## src/rtl/urv_multiply_pipe.sv

```systemverilog
`default_nettype none
// ============================================================================
// Module   : urv_multiply_pipe
// Brief    : Pipelined RV32M/RV64M multiplier (MUL, MULH, MULHSU, MULHU) for
//            the uRV execute stage. Each operation carries a valid bit and a
//            destination tag. Supports a global stall and a flush (kill).
//            WIDTH in {16,32,64}, STAGES in 1..4.
// Revision : 1.0 - initial release
// ============================================================================
module urv_multiply_pipe #(
  parameter int WIDTH  = 32,
  parameter int STAGES = 2,
  parameter int TAG_W  = 5
) (
  input  logic             clk_i,
  input  logic             rst_n_i,
  input  logic             x_stall_i,
  input  logic             x_kill_i,
  input  logic             d_valid_i,
  input  logic [2:0]       d_fun_i,
  input  logic [WIDTH-1:0] d_rs1_i,
  input  logic [WIDTH-1:0] d_rs2_i,
  input  logic [TAG_W-1:0] d_tag_i,
  output logic             w_valid_o,
  output logic [WIDTH-1:0] w_rd_o,
  output logic [TAG_W-1:0] w_tag_o,
  output logic             busy_o
);

  // Extended operand width and the product width actually needed. Bits at
  // and above 2*WIDTH of the (2*WIDTH+2)-bit signed product never reach a
  // result, so the product is computed modulo 2^(2*WIDTH).
  localparam int OP_W  = WIDTH + 1;
  localparam int PR_W  = 2 * WIDTH;
  // Split point of rs2 for the two partial products (deep configurations).
  localparam int SPLIT = WIDTH / 2;

  // Sign-extend a WIDTH+1 extended operand to product width.
  function automatic logic [PR_W-1:0] sext_op(input logic [OP_W-1:0] v);
    return {{(PR_W-OP_W){v[OP_W-1]}}, v};
  endfunction

  // Signed upper slice of rs2, sign-extended to product width.
  function automatic logic [PR_W-1:0] b_upper(input logic [OP_W-1:0] v);
    return {{(PR_W-(OP_W-SPLIT)){v[OP_W-1]}}, v[OP_W-1:SPLIT]};
  endfunction

  // Unsigned lower slice of rs2, zero-extended to product width.
  function automatic logic [PR_W-1:0] b_lower(input logic [OP_W-1:0] v);
    return {{(PR_W-SPLIT){1'b0}}, v[SPLIT-1:0]};
  endfunction

  // --------------------------------------------------------------------------
  // Issue-side decode
  // --------------------------------------------------------------------------
  logic            in_valid;
  logic            in_hi;
  logic [OP_W-1:0] in_a;
  logic [OP_W-1:0] in_b;

  // Decode funct3 and extend both operands; divide codes are never accepted.
  always_comb begin
    in_valid = d_valid_i & ~d_fun_i[2];
    in_hi    = (d_fun_i[1:0] != 2'b00);
    // rs1 is signed for MUL, MULH, MULHSU; unsigned only for MULHU.
    in_a     = {(d_fun_i[1:0] != 2'b11) & d_rs1_i[WIDTH-1], d_rs1_i};
    // rs2 is signed for MUL and MULH; unsigned for MULHSU and MULHU.
    in_b     = {~d_fun_i[1] & d_rs2_i[WIDTH-1], d_rs2_i};
  end

  // --------------------------------------------------------------------------
  // Control path: valid bits and tags travel with the op
  // --------------------------------------------------------------------------
  logic [STAGES-1:0] valid_q;
  logic [TAG_W-1:0]  tag_q [STAGES];

  // Valid shift register: reset and kill clear it, stall holds it.
  always_ff @(posedge clk_i) begin
    if (!rst_n_i) begin
      valid_q <= '0;
    end else if (x_kill_i) begin
      valid_q <= '0;
    end else if (!x_stall_i) begin
      valid_q[0] <= in_valid;
      for (int k = 1; k < STAGES; k++) begin
        valid_q[k] <= valid_q[k-1];
      end
    end
  end

  // Tag shift register; the last entry is the registered tag output.
  always_ff @(posedge clk_i) begin
    if (!rst_n_i) begin
      for (int k = 0; k < STAGES; k++) begin
        tag_q[k] <= '0;
      end
    end else if (!x_stall_i) begin
      tag_q[0] <= d_tag_i;
      for (int k = 1; k < STAGES; k++) begin
        tag_q[k] <= tag_q[k-1];
      end
    end
  end

  // --------------------------------------------------------------------------
  // Data path: product arriving at the output register and its half select
  // --------------------------------------------------------------------------
  logic [PR_W-1:0] prod;
  logic            hi_sel;

  if (STAGES == 1) begin : g_s1
    // Single register: the whole multiply sits in front of the output.
    assign prod   = sext_op(in_a) * sext_op(in_b);
    assign hi_sel = in_hi;
  end else begin : g_sn
    logic [OP_W-1:0]   a_q;
    logic [OP_W-1:0]   b_q;
    logic [STAGES-2:0] hi_q;

    // Stage 1 captures the extended operands.
    always_ff @(posedge clk_i) begin
      if (!x_stall_i) begin
        a_q <= in_a;
        b_q <= in_b;
      end
    end

    // Result-half selector follows the op up to the stage feeding the output.
    always_ff @(posedge clk_i) begin
      if (!rst_n_i) begin
        hi_q <= '0;
      end else if (!x_stall_i) begin
        hi_q[0] <= in_hi;
        for (int k = 1; k < STAGES - 1; k++) begin
          hi_q[k] <= hi_q[k-1];
        end
      end
    end

    assign hi_sel = hi_q[STAGES-2];

    if (STAGES == 2) begin : g_s2
      // Full multiply between operand capture and the output register.
      assign prod = sext_op(a_q) * sext_op(b_q);
    end else begin : g_s34
      logic [PR_W-1:0] pp_lo_q;
      logic [PR_W-1:0] pp_hi_q;
      logic [PR_W-1:0] pp_sum;

      // Stage 2 forms two partial products: rs1 times each half of rs2.
      always_ff @(posedge clk_i) begin
        if (!x_stall_i) begin
          pp_lo_q <= sext_op(a_q) * b_lower(b_q);
          pp_hi_q <= sext_op(a_q) * b_upper(b_q);
        end
      end

      assign pp_sum = pp_lo_q + (pp_hi_q << SPLIT);

      if (STAGES == 3) begin : g_s3
        assign prod = pp_sum;
      end else begin : g_s4
        logic [PR_W-1:0] sum_q;

        // Stage 3 holds the recombined product ahead of the output register.
        always_ff @(posedge clk_i) begin
          if (!x_stall_i) begin
            sum_q <= pp_sum;
          end
        end

        assign prod = sum_q;
      end
    end
  end

  // --------------------------------------------------------------------------
  // Output register
  // --------------------------------------------------------------------------
  logic [WIDTH-1:0] rd_d;
  logic [WIDTH-1:0] rd_q;

  assign rd_d = hi_sel ? prod[PR_W-1:WIDTH] : prod[WIDTH-1:0];

  // Result register: cleared by reset, held by stall, left stale by kill.
  always_ff @(posedge clk_i) begin
    if (!rst_n_i) begin
      rd_q <= '0;
    end else if (!x_stall_i) begin
      rd_q <= rd_d;
    end
  end

  assign w_valid_o = valid_q[STAGES-1];
  assign w_rd_o    = rd_q;
  assign w_tag_o   = tag_q[STAGES-1];
  assign busy_o    = |valid_q;

endmodule
`default_nettype wire

```

## config.mk

```make
export PLATFORM = sky130hd
export DESIGN_NAME = urv_multiply_pipe
export DESIGN_NICKNAME = d
export VERILOG_FILES = /design/src/rtl/urv_multiply_pipe.sv
export SDC_FILE = /design/constraint.sdc
export NUM_CORES = 2
export LEC_CHECK = 0
export ABC_AREA = 0
export CORE_MARGIN = 3
export CORE_UTILIZATION = 55
export CTS_BUF_LIST = sky130_fd_sc_hd__clkbuf_2
export DETAILED_ROUTE_END_ITERATION = 8
export GPL_TIMING_DRIVEN = 1
export PLACE_DENSITY = 0.75
export SETUP_SLACK_MARGIN = 0.3
export SLEW_MARGIN = 5
export SYNTH_ARGS = -nofsm -noshare
export SYNTH_HDL_FRONTEND = slang
export SYNTH_SLANG_ARGS = --single-unit
```

## constraint.sdc

```tcl
create_clock -name clk_i -period 8.95 [get_ports clk_i]
set_clock_uncertainty 0.15 [all_clocks]
set_input_delay 0.895 -clock clk_i [delete_from_list [all_inputs] [get_ports clk_i]]
set_output_delay 0.895 -clock clk_i [all_outputs]
set_load 0.1 [all_outputs]
```

==> impl_metrics.json <==
{
  "run_status": "complete, no violations",
  "netlist_top_cells_count": "fa_1, inv_1, nand2_1, and2_1, clkbuf_1",
  "ys_warn_count": 0,
  "timing_worst_setup_path_type": "register to register",
  "netlist_top_cells_area": "fa_1, inv_1, and2_1",
  "post_route_cells_drive_above_1_share": 0.0524,
  "postSynthRegisterBits": 111,
  "grt_first_pass_wirelength_um": 176000,
  "timing.max_slew.rel_slack": 0.321,
  "cts.htree.levels": 3,
  "synthesis.instances": 4364,
  "timing.setup.tns_ns": 0,
  "via_count": 29700,
  "placementRows": 100,
  "hold_buffer_count_at_cts": 0,
  "worstSkewPairLatency_ns": 1.02,
  "wire_length_after_detailed_routing_um": 112000,
  "tightest_slew_ns": 1.02,
  "height_of_the_die_um": 282,
  "grt-ovfl-total": 0,
  "worstPathBufferInverterCount": 5,
  "cp_slowest_stage_delay_ns": 0.65,
  "syn-mean-instance-area_um2": 9.60,
  "syn_nets": 5778,
  "hp-class": "input pin to register",
  "maximum_number_of_pins_on_one_net_before_global_route_repair": 54,
  "fillers": 6138,
  "nets": 5878,
  "cts.clk_slew.worst_paths_ns": 0.57,
  "mean_routed_wirelength_per_cell_um": 20.6,
  "core_mm2": 0.0749,
  "final_antenna_net_count": 0,
  "worst_ep_required_time_ns": 9.70,
  "port_buffers": 115,
  "area_delta_synth_final_pct": 8.78,
  "synth_cell_type_count": 60,
  "remaining_drc_errors": 0,
  "vias_per_cell": 5.47,
  "timing.critical_path.to_type": "register",
  "boundaryPins": 116,
  "finalCriticalPeriod_ns": 8.35,
  "ctsLongestPathBuffers": 2,
  "synthesis.area_mm2": 0.0419,
  "number_of_antenna_violations_at_the_first_check_in_global_routing": 5,
  "register_area_share_after_synthesis": 0.0712,
  "cts_inserted_buffers": 9,
  "clock_sink_count": 111,
  "grt_setup_unrepaired": "false",
  "postSynth.topFlopCell": "edfxtp_1",
  "ctsRootBufferMaster": "clkbuf_2",
  "hpwl_um": 91400,
  "routabilityCongestion": 0.933,
  "timing.final.max_slew_violations": 0,
  "timing.critical_path.from_type": "register",
  "critical-path-top-delay-family": "adder cells",
  "clock_tree_from_tritoncts": "built",
  "cp_slowest_cell": "edfxtp_1",
  "critical_path_arrival_ns": 9.09,
  "setup-violations-final": 0,
  "hold_violations": 0,
  "synthMostInstantiatedCell": "fa_1",
  "synth-async-reset-ratio": 0,
  "synth_top_area_frac": 0.538,
  "initial_utilization": 0.559,
  "die-width_um": 282,
  "synth.largest_area_cell": "fa_1",
  "track_usage": 0.290,
  "cp_max_fo": 7,
  "fmaxAchievable_mhz": 120,
  "fp.dieArea_mm2": 0.0795,
  "synth_edf_count": 76,
  "critPathMostFrequentCell": "fa_1",
  "final_min_period_over_clock_period": 0.933,
  "drt-initial-drc-count": 2294,
  "firstDrtPassIters": 9,
  "grt_pass1_vias": 32200,
  "drv_cap": 0
}
## placed cells by master, fill, tap and decap left out, types with 3 or more instances in the layout
cell type           n
fa_1             1124
inv_1            1092
nand2_1           569
and2_1            552
ha_1              212
buf_4             154
clkdlybuf4s50_1   115
edfxtp_1           76
a21oi_1            73
o21ai_0            59
xnor2_1            46
a21o_1             44
dfxtp_1            35
buf_12             34
nor2b_1            31
xor2_1             31
nor2_1             30
a22oi_1            15
nand2b_1           13
nand4_1            12
o211ai_1           11
nand3_1            11
buf_6              11
clkbuf_2            9
o21bai_1            8
mux2i_1             8
nor3_1              7
a31oi_1             7
and3_1              6
diode_2             4
o211a_1             4
a22o_1              4
inv_12              4
nor4_1              3
o21a_1              3
o31ai_1             3
inv_8               3
## layout make-up
class | instances | area [µm²] | area share
Clock buffer | 9 | 45.0 | 0.000989
Multi-Input combinational cell | 2931 | 34000 | 0.745
Antenna cell | 4 | 10.0 | 0.000220
Timing Repair Buffer | 316 | 3130 | 0.0687
Clock inverter | 7 | 98.8 | 0.00217
Tap cell | 969 | 1210 | 0.0266
Sequential cell | 111 | 2980 | 0.0655
Inverter | 1095 | 4120 | 0.0904
## cell families after synthesis
logic type	after synthesis	synth area share
buffers and inverters	1322	0.119
xor gates and xnor gates	77	0.0161
and+or+nand+nor	1245	0.150
adders and majority gates	1337	0.601
AOI/OAI and AO/OA	264	0.0408
DFF	111	0.0712
muxes	8	0.00191
## state kept, by name, summed over array words and instances, names as in the netlist
register,cells
g_sn.b_q,33
g_sn.hi_q,1
valid_q,2
w_rd_o,32
tag_q,10
g_sn.a_q,33
## per-stage QoR
step	hold WS [ns]	std cells	util	worst slack [ns]	area, µm²
6_report	0.178	5442	0.608	0.603	45600
2_1_floorplan	0.322	4364	-	1.09	41900
4_1_cts	0.114	5346	0.593	0.347	44400
3_3_place_gp	0.306	5323	0.590	0.360	44200
3_5_place_dp	0.313	5323	0.590	0.261	44200
5_1_grt	0.146	5441	0.608	0.294	45600
## path summary, 6_finish.rpt
path | to | cells after the start | startpoint | slack (ns)
max reg2reg | w_rd_o[9]$_SDFFE_PN0N_ | 25 | g_sn.b_q[0]$_DFFE_PN_ | 0.60
min | g_sn.b_q[22]$_DFFE_PN_ | 1 | d_rs2_i[22] | 0.18
max | w_rd_o[9]$_SDFFE_PN0N_ | 25 | g_sn.b_q[0]$_DFFE_PN_ | 0.60
min reg2reg | w_rd_o[30]$_SDFFE_PN0N_ | 2 | w_rd_o[30]$_SDFFE_PN0N_ | 0.34
## what timing repair did
action / CTS / global route
setup endpoints to repair: 5 / 24
buffers inserted: 7 / 92
resized for setup: 1 / 9
## metal layers
| layer | track usage | up-vias | share of wire |
|---|---|---|---|
| li1 | - | 12700 | - |
| met1 | 0.376 | 15500 | 0.37 |
| met2 | 0.494 | 1248 | 0.51 |
| met3 | 0.0468 | 277 | 0.080 |
| met4 | 0.111 | 0 | 0.044 |
| met5 | 0 | - | 0 |
Power is not shown: default switching activity piles up to over one toggle a cycle in this logic, so the estimate is an artifact.
